<file path="src/rtl/fp_mul_sched_if.sv">
// Issue and response channels between FPU requesters and the shared-multiplier scheduler.
// Operand and rounding-mode buses are packed with requester i in slot i.
interface fp_mul_sched_if #(
   parameter int N   = 4,
   parameter int W   = 32,
   parameter int IDW = $clog2(N)
);
   logic [N-1:0]   req_valid;
   logic [N-1:0]   req_ready;
   logic [N*W-1:0] req_a;
   logic [N*W-1:0] req_b;
   logic [N*3-1:0] req_rm;
   logic           rsp_valid;
   logic           rsp_ready;
   logic [IDW-1:0] rsp_id;
   logic [W-1:0]   rsp_data;
   logic [3:0]     rsp_flags;

   modport master (
      output req_valid, req_a, req_b, req_rm, rsp_ready,
      input  req_ready, rsp_valid, rsp_id, rsp_data, rsp_flags
   );

   modport slave (
      input  req_valid, req_a, req_b, req_rm, rsp_ready,
      output req_ready, rsp_valid, rsp_id, rsp_data, rsp_flags
   );
endinterface

</file>
<file path="src/rtl/fp_mul_sched.sv">
// Round-robin scheduler sharing one fixed-latency FP multiplier among N requesters.
// One operation is in flight at a time; the result is returned with the owner's id.
module fp_mul_sched #(
   parameter int N   = 4,
   parameter int W   = 32,
   parameter int LAT = 2,
   parameter int IDW = $clog2(N)
) (
   input  logic               clk,
   input  logic               rst,
   fp_mul_sched_if.slave      bus,
   output logic               busy,
   output logic [W-1:0]       mul_in1,
   output logic [W-1:0]       mul_in2,
   output logic [2:0]         mul_round_m,
   output logic               mul_act,
   input  logic [W-1:0]       mul_out,
   input  logic               mul_ov,
   input  logic               mul_un,
   input  logic               mul_inv,
   input  logic               mul_inexact,
   input  logic               mul_done
);
   localparam int CW = (LAT > 0) ? $clog2(LAT + 1) : 1;

   typedef enum logic [1:0] {IDLE, BUSY, RESP} state_t;

   state_t         state;
   logic [IDW-1:0] rr_ptr;
   logic [IDW-1:0] id;
   logic [CW-1:0]  cnt;
   logic           rsp_valid;
   logic [W-1:0]   rsp_data;
   logic [3:0]     rsp_flags;
   logic           grant_any;
   logic [IDW-1:0] grant_id;
   logic [IDW-1:0] idx;
   logic [W-1:0]   a_slot  [N];
   logic [W-1:0]   b_slot  [N];
   logic [2:0]     rm_slot [N];

   // Capture timing is fixed by LAT, so the multiplier's done strobe carries no information.
   logic unused_done;
   assign unused_done = mul_done;

   function automatic logic [IDW-1:0] wrap_add(input logic [IDW-1:0] base, input int k);
      logic [IDW:0] sum;
      sum = {1'b0, base} + (IDW+1)'(k);
      if (sum >= (IDW+1)'(N)) sum = sum - (IDW+1)'(N);
      return sum[IDW-1:0];
   endfunction

   for (genvar k = 0; k < N; k++) begin : g_slot
      assign a_slot[k]  = bus.req_a[k*W +: W];
      assign b_slot[k]  = bus.req_b[k*W +: W];
      assign rm_slot[k] = bus.req_rm[k*3 +: 3];
   end

   // First valid requester at or after rr_ptr, wrapping mod N.
   always_comb begin
      grant_any = 1'b0;
      grant_id  = '0;
      idx       = '0;
      for (int k = 0; k < N; k++) begin
         idx = wrap_add(rr_ptr, k);
         if (!grant_any && bus.req_valid[idx]) begin
            grant_any = 1'b1;
            grant_id  = idx;
         end
      end
   end

   assign bus.req_ready = (state == IDLE && grant_any) ? ({{(N-1){1'b0}}, 1'b1} << grant_id) : '0;
   assign bus.rsp_valid = rsp_valid;
   assign bus.rsp_id    = id;
   assign bus.rsp_data  = rsp_data;
   assign bus.rsp_flags = rsp_flags;

   always_ff @(posedge clk or posedge rst) begin
      if (rst) begin
         state       <= IDLE;
         rr_ptr      <= '0;
         id          <= '0;
         cnt         <= '0;
         busy        <= 1'b0;
         mul_act     <= 1'b0;
         mul_in1     <= '0;
         mul_in2     <= '0;
         mul_round_m <= '0;
         rsp_valid   <= 1'b0;
         rsp_data    <= '0;
         rsp_flags   <= '0;
      end else begin
         case (state)
            IDLE: begin
               if (grant_any) begin
                  mul_in1     <= a_slot[grant_id];
                  mul_in2     <= b_slot[grant_id];
                  mul_round_m <= rm_slot[grant_id];
                  id          <= grant_id;
                  cnt         <= '0;
                  busy        <= 1'b1;
                  mul_act     <= 1'b1;
                  state       <= BUSY;
               end
            end
            BUSY: begin
               if (cnt == CW'(LAT)) begin
                  rsp_data  <= mul_out;
                  rsp_flags <= {mul_inv, mul_ov, mul_un, mul_inexact};
                  rsp_valid <= 1'b1;
                  mul_act   <= 1'b0;
                  state     <= RESP;
               end else begin
                  cnt <= cnt + CW'(1);
               end
            end
            RESP: begin
               if (bus.rsp_ready) begin
                  rsp_valid <= 1'b0;
                  busy      <= 1'b0;
                  rr_ptr    <= wrap_add(id, 1);
                  state     <= IDLE;
               end
            end
            default: state <= IDLE;
         endcase
      end
   end
endmodule

</file>
<file path="src/flat_wrapper.sv">
// flat-port wrapper written by rule: the top's interface ports become plain ports
module fp_mul_sched_flat 
#(
   parameter int N   = 4,
   parameter int W   = 32,
   parameter int LAT = 2,
   parameter int IDW = $clog2(N)
)
  (clk, rst, busy, mul_in1, mul_in2, mul_round_m, mul_act, mul_out, mul_ov, mul_un, mul_inv, mul_inexact, mul_done, bus_req_valid, bus_req_a, bus_req_b, bus_req_rm, bus_rsp_ready, bus_req_ready, bus_rsp_valid, bus_rsp_id, bus_rsp_data, bus_rsp_flags);
  fp_mul_sched_if #(.N(N), .W(W), .IDW(IDW)) bus_i ();
  input  logic clk;
  input  logic rst;
  output logic busy;
  output logic [W-1:0] mul_in1;
  output logic [W-1:0] mul_in2;
  output logic [2:0] mul_round_m;
  output logic mul_act;
  input  logic [W-1:0] mul_out;
  input  logic mul_ov;
  input  logic mul_un;
  input  logic mul_inv;
  input  logic mul_inexact;
  input  logic mul_done;
  input wire logic [$bits(bus_i.req_valid)-1:0] bus_req_valid;
  input wire logic [$bits(bus_i.req_a)-1:0] bus_req_a;
  input wire logic [$bits(bus_i.req_b)-1:0] bus_req_b;
  input wire logic [$bits(bus_i.req_rm)-1:0] bus_req_rm;
  input wire logic [$bits(bus_i.rsp_ready)-1:0] bus_rsp_ready;
  output wire logic [$bits(bus_i.req_ready)-1:0] bus_req_ready;
  output wire logic [$bits(bus_i.rsp_valid)-1:0] bus_rsp_valid;
  output wire logic [$bits(bus_i.rsp_id)-1:0] bus_rsp_id;
  output wire logic [$bits(bus_i.rsp_data)-1:0] bus_rsp_data;
  output wire logic [$bits(bus_i.rsp_flags)-1:0] bus_rsp_flags;
  assign bus_i.req_valid = bus_req_valid;
  assign bus_i.req_a = bus_req_a;
  assign bus_i.req_b = bus_req_b;
  assign bus_i.req_rm = bus_req_rm;
  assign bus_i.rsp_ready = bus_rsp_ready;
  assign bus_req_ready = bus_i.req_ready;
  assign bus_rsp_valid = bus_i.rsp_valid;
  assign bus_rsp_id = bus_i.rsp_id;
  assign bus_rsp_data = bus_i.rsp_data;
  assign bus_rsp_flags = bus_i.rsp_flags;
  fp_mul_sched #(.N(N), .W(W), .LAT(LAT), .IDW(IDW)) u_core (.clk(clk), .rst(rst), .bus(bus_i), .busy(busy), .mul_in1(mul_in1), .mul_in2(mul_in2), .mul_round_m(mul_round_m), .mul_act(mul_act), .mul_out(mul_out), .mul_ov(mul_ov), .mul_un(mul_un), .mul_inv(mul_inv), .mul_inexact(mul_inexact), .mul_done(mul_done));
endmodule
</file>
<file path="config.mk">
export PLATFORM = sky130hd
export DESIGN_NAME = fp_mul_sched_flat
export DESIGN_NICKNAME = d
export VERILOG_FILES = /design/src/rtl/fp_mul_sched_if.sv /design/src/rtl/fp_mul_sched.sv /design/src/flat_wrapper.sv
export SDC_FILE = /design/constraint.sdc
export NUM_CORES = 1
export LEC_CHECK = 0
export ABC_CLOCK_PERIOD_IN_PS = 5300
export CORE_AREA = 3 3 164 166
export DETAILED_ROUTE_END_ITERATION = 8
export DIE_AREA = 0 0 167 169
export HOLD_SLACK_MARGIN = 0.02
export PLACE_DENSITY = 0.56
export RECOVER_POWER = 100
export SLEW_MARGIN = 15
export SYNTH_ARGS = -nofsm -noshare
export SYNTH_HDL_FRONTEND = slang
export SYNTH_SLANG_ARGS = --single-unit
</file>
<file path="constraint.sdc">
create_clock -name clk -period 5.3 [get_ports clk]
set_input_delay 1.06 -clock clk [delete_from_list [all_inputs] [get_ports clk]]
set_output_delay 1.06 -clock clk [all_outputs]
set_load 0.05 [all_outputs]
</file>
==> metrics.md, run 1 <==
| Metric | Value |
|---|---|
| Flip-flop and latch count after synthesis | `between 100 and 150` |
| Core Footprint | `~26000 um2` |
| CP Cell Sequence | `dlygate4sd3_1 -> nor4_4 -> clkbuf_1 -> or3_1 -> a211o_1 -> o21ba_2 -> clkdlybuf4s50_1` |
| Synth-to-layout area growth | `73.14%` |
| Critical path buffer and inverter count | `3` |
| Hold-fix buffers, CTS | `0` |
| Shortest period the worst path allows | `4.887 ns` |
| Type of the worst setup path | `in2out` |
| Hold WC Path Type | `reg2reg` |
| Startpoint Class | `input pin` |
| Fraction of layout cells with a size suffix above 1 | `8.592%` |
| Total nets after synthesis | `1020` |
| Run status | `finished with violations` |
| Highest cell delay on the worst timing path | `0.81 ns` |
| Met1 wire length | `~13000 um` |
| Cell taking the most area after synthesis | `sky130_fd_sc_hd__dfrtp_1` |
| Critical-path top delay cell | `sky130_fd_sc_hd__clkdlybuf4s50_1` |
| Detailed route wirelength on metal3 | `2392 um` |
| Die width | `around 170 um` |
| Post-placement worst setup slack | `0.5831 ns` |
| Highest metal used | `met4` |
| DRC violation count after routing | `0` |
| Total clock buffers created by CTS | `17` |
| All-layer global routing usage | `roughly a fifth` |
| Post-CTS repair timing setup buffer count | `0` |
| Metal2 WL | `15550 um` |
| Core Rows | `59` |
| Gate family responsible for the most delay along the worst path | `buffers and inverters` |
| Count of mapped cells out of synthesis | `707` |
| Total congestion overflow after global routing | `0` |
| Pwr Density | `606.7 nW/um2` |
| P_leak | `approximately 4.5 nW` |
| Maximum clock rate | `204.6 MHz` |
| Vias post-DR | `7346` |
| Clock-pin slew on the worst setup and hold paths | `0.06 ns` |
| Slew of the pin with the lowest slew margin | `between 3 and 4 ns` |
| Async set-or-reset flop fraction in the synthesized netlist | `100.0%` |
| Peak supply drop | `roughly 370 uV` |
| R2R cell count | `5` |
| Antenna violations before repair | `0` |
| I/O Pins | `424` |
| Last weighted congestion value of the routability-driven placer | `roughly 0.79` |
| Setup violators final | `0` |
| Setup tns final | `0 ns` |
| Remaining antenna violation count after routing | `0` |
| Critical path fanouts, max | `10` |
| Initial DRC Count | `519` |
| Routed WL | `31510 um` |
| Worst setup slack after layout | `0.4134 ns` |
| Port-buffer cells | `roughly 420` |
| Area of the mapped netlist | `about 6600 um2` |
| Setup repair after global routing missed its margin | `false` |
| Via count of the first global-routing pass | `roughly 7500` |
| HPWL after detailed placement | `21050 um` |
| Critical path capture point | `bus_req_ready[2]` |
| Sequential cell area fraction in the yosys report | `43.06%` |
| TritonCTS clock tree | `yes` |
| Diode insertion count for antenna repair | `0` |
| Synth Flop Type | `sky130_fd_sc_hd__dfrtp_1` |
| Period Utilization, post-route | `92.20%` |
| Total Nets Final | `1394` |
| Launch point of the worst reg-to-reg path | `u_core.cnt[0]` |
| Number of standard cells in the final layout excluding fillers | `1429` |
| Top-count cell post-synth | `sky130_fd_sc_hd__dfrtp_1` |
| Count of different cell masters after synthesis | `39` |
| Critical Path End Type | `output port` |
| Data required time at the worst endpoint | `4.24 ns` |
| Wire length of the first global-routing pass | `46730 um` |
| Hold Violations, Final | `0` |
| Post-synth EDFFs | `0` |
| Clock root cell | `sky130_fd_sc_hd__clkbuf_16` |
| FF-to-FF End | `u_core.bus.rsp_flags[1]` |
| Max-capacitance violation count | `4` |
| Inst Count DP | `1397` |
| DIE HEIGHT | `about 170 um` |
| Failing checks | `max-capacitance violations, max-slew violations` |
| Clock insertion delay at the later pin of the skew report | `0.41 ns` |
| Arrival @ worst endpoint | `3.83 ns` |
| Max Clock Skew | `about 0.013 ns` |
| Max Slew Vio Count | `173` |
| Leading cell types by count after synthesis | `114 x sky130_fd_sc_hd__dfrtp_1, 71 x sky130_fd_sc_hd__nor2_1, 68 x sky130_fd_sc_hd__a22oi_1` |
| Synth warnings | `0` |
| Routed length per instance | `22.05 um` |
| Cell count along the critical path | `7` |
| Worst slew slack as a fraction of its limit | `-107.3%` |
| Total clock sinks | `~110` |
| Critical Path Start | `bus_req_valid[0]` |
| Via density | `5.141` |
| H-Tree Level Count | `4` |
| Register-to-Register Setup Slack | `2.33 ns` |
| Die outline area | `28220 um2` |
| Initial Util | `25.72%` |
| Post-cts sizing count | `0` |
| Clock Tree Buf Depth | `2` |
| Largest net degree at the start of global routing | `73` |
| Average instance area after synthesis | `9.371 um2` |
| Fraction of synthesized cell area taken by the top area cell type | `43.06%` |
| Detailed-router iteration count before antenna repair | `5` |
| Synth top area cells | `sky130_fd_sc_hd__dfrtp_1 43%, sky130_fd_sc_hd__a22oi_1 7.7%, sky130_fd_sc_hd__o211ai_1 7.6%` |
[worst min-delay path, stage by stage, from the launching register on]
cell                      delay [ns]
sky130_fd_sc_hd__dfrtp_1        0.34
sky130_fd_sc_hd__nand2_1        0.05
sky130_fd_sc_hd__nand2_1        0.05
[registers in the layout (all words and copies together) (netlist names)]
register and cells:
u_core.bus.rsp_flags 4, u_core.rr_ptr 2, u_core.mul_in1 32, u_core.mul_in2 32, u_core.mul_act 1, u_core.bus.rsp_data 32
u_core.bus.rsp_valid 1, u_core.state 2, u_core.cnt 2, u_core.busy 1, u_core.bus.rsp_id 2, u_core.mul_round_m 3
[stage by stage]
stage,hold WS (ns),utilization (%),total power [W],instance area [um2]
3_5_place_dp,0.4719,42.73,0.006086,11010
5_1_grt,0.5130,44.52,0.007354,11470
6_report,0.4751,44.52,0.006960,11470
4_1_cts,0.4866,44.91,0.007229,11570
3_3_place_gp,0.4585,42.73,0.006057,11010
2_1_floorplan,0.4733,-,0.004473,6625
[power by group]
group / internal [W] / leakage [nW] / switching, W / total [W]
sequential: 0.00132 / 1.29 / 0.000250 / 0.00157
clock: 0.000645 / 0.275 / 0.000466 / 0.00111
combinational: 0.00142 / 2.91 / 0.00286 / 0.00428
[cell type report]
type,instances,area (um2)
fillers,2557,14290
repair buffers,438,4319
multi-input cells,504,3294
flip-flops and latches,114,2853
clock buffers,20,466.7
well taps,335,419.2
clock inverters,12,95.09
inverters,6,23.77
[how the worst min path moves through the flow]
stage	cells past startpoint	slack [ns]	end	startpoint
floorplan	2	0.47	u_core.cnt[1]	u_core.cnt[1]
global placement	2	0.46	u_core.mul_act	u_core.mul_act
detailed placement	2	0.47	u_core.mul_act	u_core.mul_act
CTS	2	0.49	u_core.mul_act	u_core.mul_act
global route	1	0.51	u_core.bus.rsp_data[17]	u_core.bus.rsp_data[17]
finish	2	0.48	u_core.mul_act	u_core.mul_act
[metal layers]
metal | GRT usage [%] | vias to the layer above
met5 | 0 | -
li1 | - | 3446
met2 | 36.78 | 348
met1 | 26.97 | 3538
met3 | 6.002 | 14
met4 | 4.089 | 0
[placed cells by master, fill, tap and decap left out, drive strengths merged, types with 2 or more instances in the layout]
master / n
nor2: 71
nand3: 2
clkinv: 4
clkdlybuf4s50: 307
inv: 11
a21oi: 78
clkbuf: 27
clkinvlp: 3
nor2b: 2
or2: 2
nor3: 5
a22oi: 68
o21ai: 9
and2: 2
o211ai: 67
a211o: 2
mux2: 36
buf: 13
a31oi: 67
dlygate4sd3: 111
nand2: 13
and3: 67
dfrtp: 114
[cell families (layout without fill, tap and decap cells)]
family	Yosys count	in the layout	share of synthesized area [%]
compound gates	297	297	30.56
simple gates	169	169	13.03
flops	114	114	43.06
buf+inv	89	476	6.912
mux	36	36	6.119
fa+ha+maj	1	1	0.1888
xor+xnor	1	1	0.1322
Power figures use the tool's default switching activity.
==> run 2: changes to the inputs <==
--- a/config.mk
+++ b/config.mk
@@ -6,9 +6,9 @@
 export NUM_CORES = 1
 export LEC_CHECK = 0
 export ABC_CLOCK_PERIOD_IN_PS = 5300
-export CORE_AREA = 3 3 164 166
+export CORE_AREA = 2 2 163 165
 export DETAILED_ROUTE_END_ITERATION = 8
-export DIE_AREA = 0 0 167 169
+export DIE_AREA = 0 0 165 167
 export HOLD_SLACK_MARGIN = 0.02
 export PLACE_DENSITY = 0.56
 export RECOVER_POWER = 100
==> run 2 against run 1 <==
  * The run still ends with max-capacitance violations, max-slew violations left
  * Maximum frequency is 7.7% higher
  * Wire length is 1.7% lower
  * Register-to-register slack worse by 0.03 ns
  * Design area is 0.27% higher
  * Cell count hardly changed
  * Sequential power hardly changed
  * Worst hold slack better by 0.0012 ns
  * Critical path depth is 1 lower
  * Sequential share of layout area is 0.068 points lower
  * Flip-flop and latch count stayed put
  * Critical endpoint unchanged
  * Largest cell class unchanged
==> metrics.md, run 2 (synthesis gave the netlist of run 1 again) <==
| Metric | Value |
|---|---|
| Die outline area | `approximately 28000 um2` |
| Hold Violations, Final | `0` |
| Via count of the first global-routing pass | `roughly 7500` |
| Type of the worst setup path | `in2out` |
| End-of-flow core utilization | `44.65%` |
| Largest registers ranked by flip-flop count | `u_core.bus.rsp_data x32, u_core.mul_in1 x32, u_core.mul_in2 x32` |
| Port-buffer cells | `422` |
| Hold-fix buffers, CTS | `0` |
| PnR Total Power | `about 0.007 W` |
| Slew of the pin with the lowest slew margin | `between 2 and 3 ns` |
| Highest cell delay on the worst timing path | `around 0.86 ns` |
| Failing checks | `max-capacitance violations, max-slew violations` |
| DRC violation count after routing | `0` |
| Setup repair after global routing missed its margin | `false` |
| Core Footprint | `25760 um2` |
| Worst slew slack as a fraction of its limit | `-98.03%` |
| All-layer global routing usage | `21.81%` |
| Switching part of the total power | `50.79%` |
| Vias post-DR | `about 7500` |
| Data required time at the worst endpoint | `~4.2 ns` |
| Clock root cell | `sky130_fd_sc_hd__clkbuf_16` |
| Clock Tree Buf Depth | `2` |
| Max Clock Skew | `0.01243 ns` |
| Arrival @ worst endpoint | `3.48 ns` |
| Total Nets Final | `between 1000 and 1500` |
| Period Utilization, post-route | `85.59%` |
| Antenna violations before repair | `0` |
| Remaining antenna violation count after routing | `0` |
| Routed length per instance | `21.69 um` |
| Clock insertion delay at the later pin of the skew report | `0.41 ns` |
| Setup violators final | `0` |
| Initial DRC Count | `about 480` |
| Part of the total power dissipated in combinational logic | `60.8%` |
| Total congestion overflow after global routing | `0` |
| Most common cell after layout, fill and taps aside | `sky130_fd_sc_hd__clkdlybuf4s50_1` |
| Post-cts sizing count | `0` |
| Run status | `finished with violations` |
| Synth-to-layout area growth | `73.62%` |
| TritonCTS clock tree | `yes` |
| Critical path fanouts, max | `9` |
| I/O Pins | `424` |
| Core Rows | `about 60` |
| HPWL after detailed placement | `~21000 um` |
| Relative contribution of sequential cells to total power | `~22%` |
| Max-capacitance violation count | `3` |
| Top library cells by usage in the layout, fill and taps aside | `305 x sky130_fd_sc_hd__clkdlybuf4s50_1, 114 x sky130_fd_sc_hd__dfrtp_1, 111 x sky130_fd_sc_hd__dlygate4sd3_1` |
| Initial Util | `25.72%` |
| Setup tns final | `0 ns` |
| Total clock buffers created by CTS | `17` |
| Clock-pin slew on the worst setup and hold paths | `0.06 ns` |
| Largest net degree at the start of global routing | `72` |
| Last weighted congestion value of the routability-driven placer | `between 0.7 and 0.8` |
| Critical Path End Type | `output port` |
| Pwr Density | `609.5 nW/um2` |
| Maximum clock rate | `220.4 MHz` |
| Internal power component | `approximately 0.0034 W` |
| Fraction of layout cells with a size suffix above 1 | `around 8.5%` |
| CP Cell Sequence | `dlygate4sd3_1 -> nor4_4 -> or3_1 -> a211o_1 -> o21ba_2 -> clkbuf_1` |
| Total clock sinks | `114` |
| Die width | `165 um` |
| Startpoint Class | `input pin` |
| DIE HEIGHT | `167 um` |
| P_leak | `~4.5 nW` |
| Post-CTS repair timing setup buffer count | `0` |
| Hold WC Path Type | `reg2reg` |
| Wire length of the first global-routing pass | `45300 um` |
| Routed WL | `between 30000 and 40000 um` |
| Critical-path top delay cell | `sky130_fd_sc_hd__dlygate4sd3_1` |
| Storage element area | `2853 um2` |
| Fraction of power consumed by the clock network | `between 10% and 20%` |
| Via density | `around 5.2` |
| Detailed-router iteration count before antenna repair | `7` |
| Max Slew Vio Count | `roughly 170` |
| H-Tree Level Count | `4` |
| Worst hold-check slack | `0.4763 ns` |
| Number of filler cells placed in the layout | `2588` |
| NetSw | `0.003561 W` |
| Area occupied by multi-input gates | `3287 um2` |
| Shortest period the worst path allows | `4.536 ns` |
| Peak supply drop | `between 300 and 400 uV` |
-- run 2: critical path: cells and delay by family --
kind            cells  cell delay (ns)
simple gates        2             0.55
compound gates      2             0.52
buf+inv             2             1.34
-- run 2: final timing paths --
path                                  start                       to  slack, ns  depth (start not counted)
max                        bus_req_valid[1]         bus_req_ready[2]       0.76                          6
max reg2reg                   u_core.cnt[0]  u_core.bus.rsp_data[12]       2.30                          5
max in group asynchronous               rst        u_core.mul_in1[1]       2.02                          2
min in group asynchronous               rst        u_core.mul_in2[8]       1.94                          2
min                          u_core.mul_act           u_core.mul_act       0.48                          2
min reg2reg                  u_core.mul_act           u_core.mul_act       0.48                          2
-- run 2: routing by layer --
metal	GRT usage (%)	routed length, um
met3	5.853	2538
met2	36.63	14880
met4	8.469	962
met5	0	0
met1	26.37	12590
-- run 2: power by group through the flow --
| stage | Combinational (W) | Clock [W] | Sequential, W |
|---|---|---|---|
| floorplan | 0.00147 | 0 | 0.00300 |
| global route | 0.00453 | 0.00126 | 0.00163 |
| finish | 0.00426 | 0.00118 | 0.00157 |
| CTS | 0.00448 | 0.00122 | 0.00159 |
| detailed placement | 0.00448 | 0 | 0.00160 |
| global placement | 0.00447 | 0 | 0.00158 |
-- run 2: per-stage QoR --
stage | cells | worst slack [ns] | area (um2)
floorplan | 707 | 1.181 | 6625
global placement | 1395 | 1.139 | 11010
detailed placement | 1395 | 1.128 | 11010
CTS | 1427 | 1.135 | 11600
global route | 1427 | 0.6534 | 11500
finish | 1428 | 0.7635 | 11500
-- run 2: layout make-up --
cell class	instances	area share, %
clock inverters	14	1.327
repair buffers	436	37.60
flip-flops and latches	114	24.80
diodes	1	0.02176
inverters	6	0.2067
clock buffers	18	3.818
multi-input cells	504	28.58
well taps	335	3.644
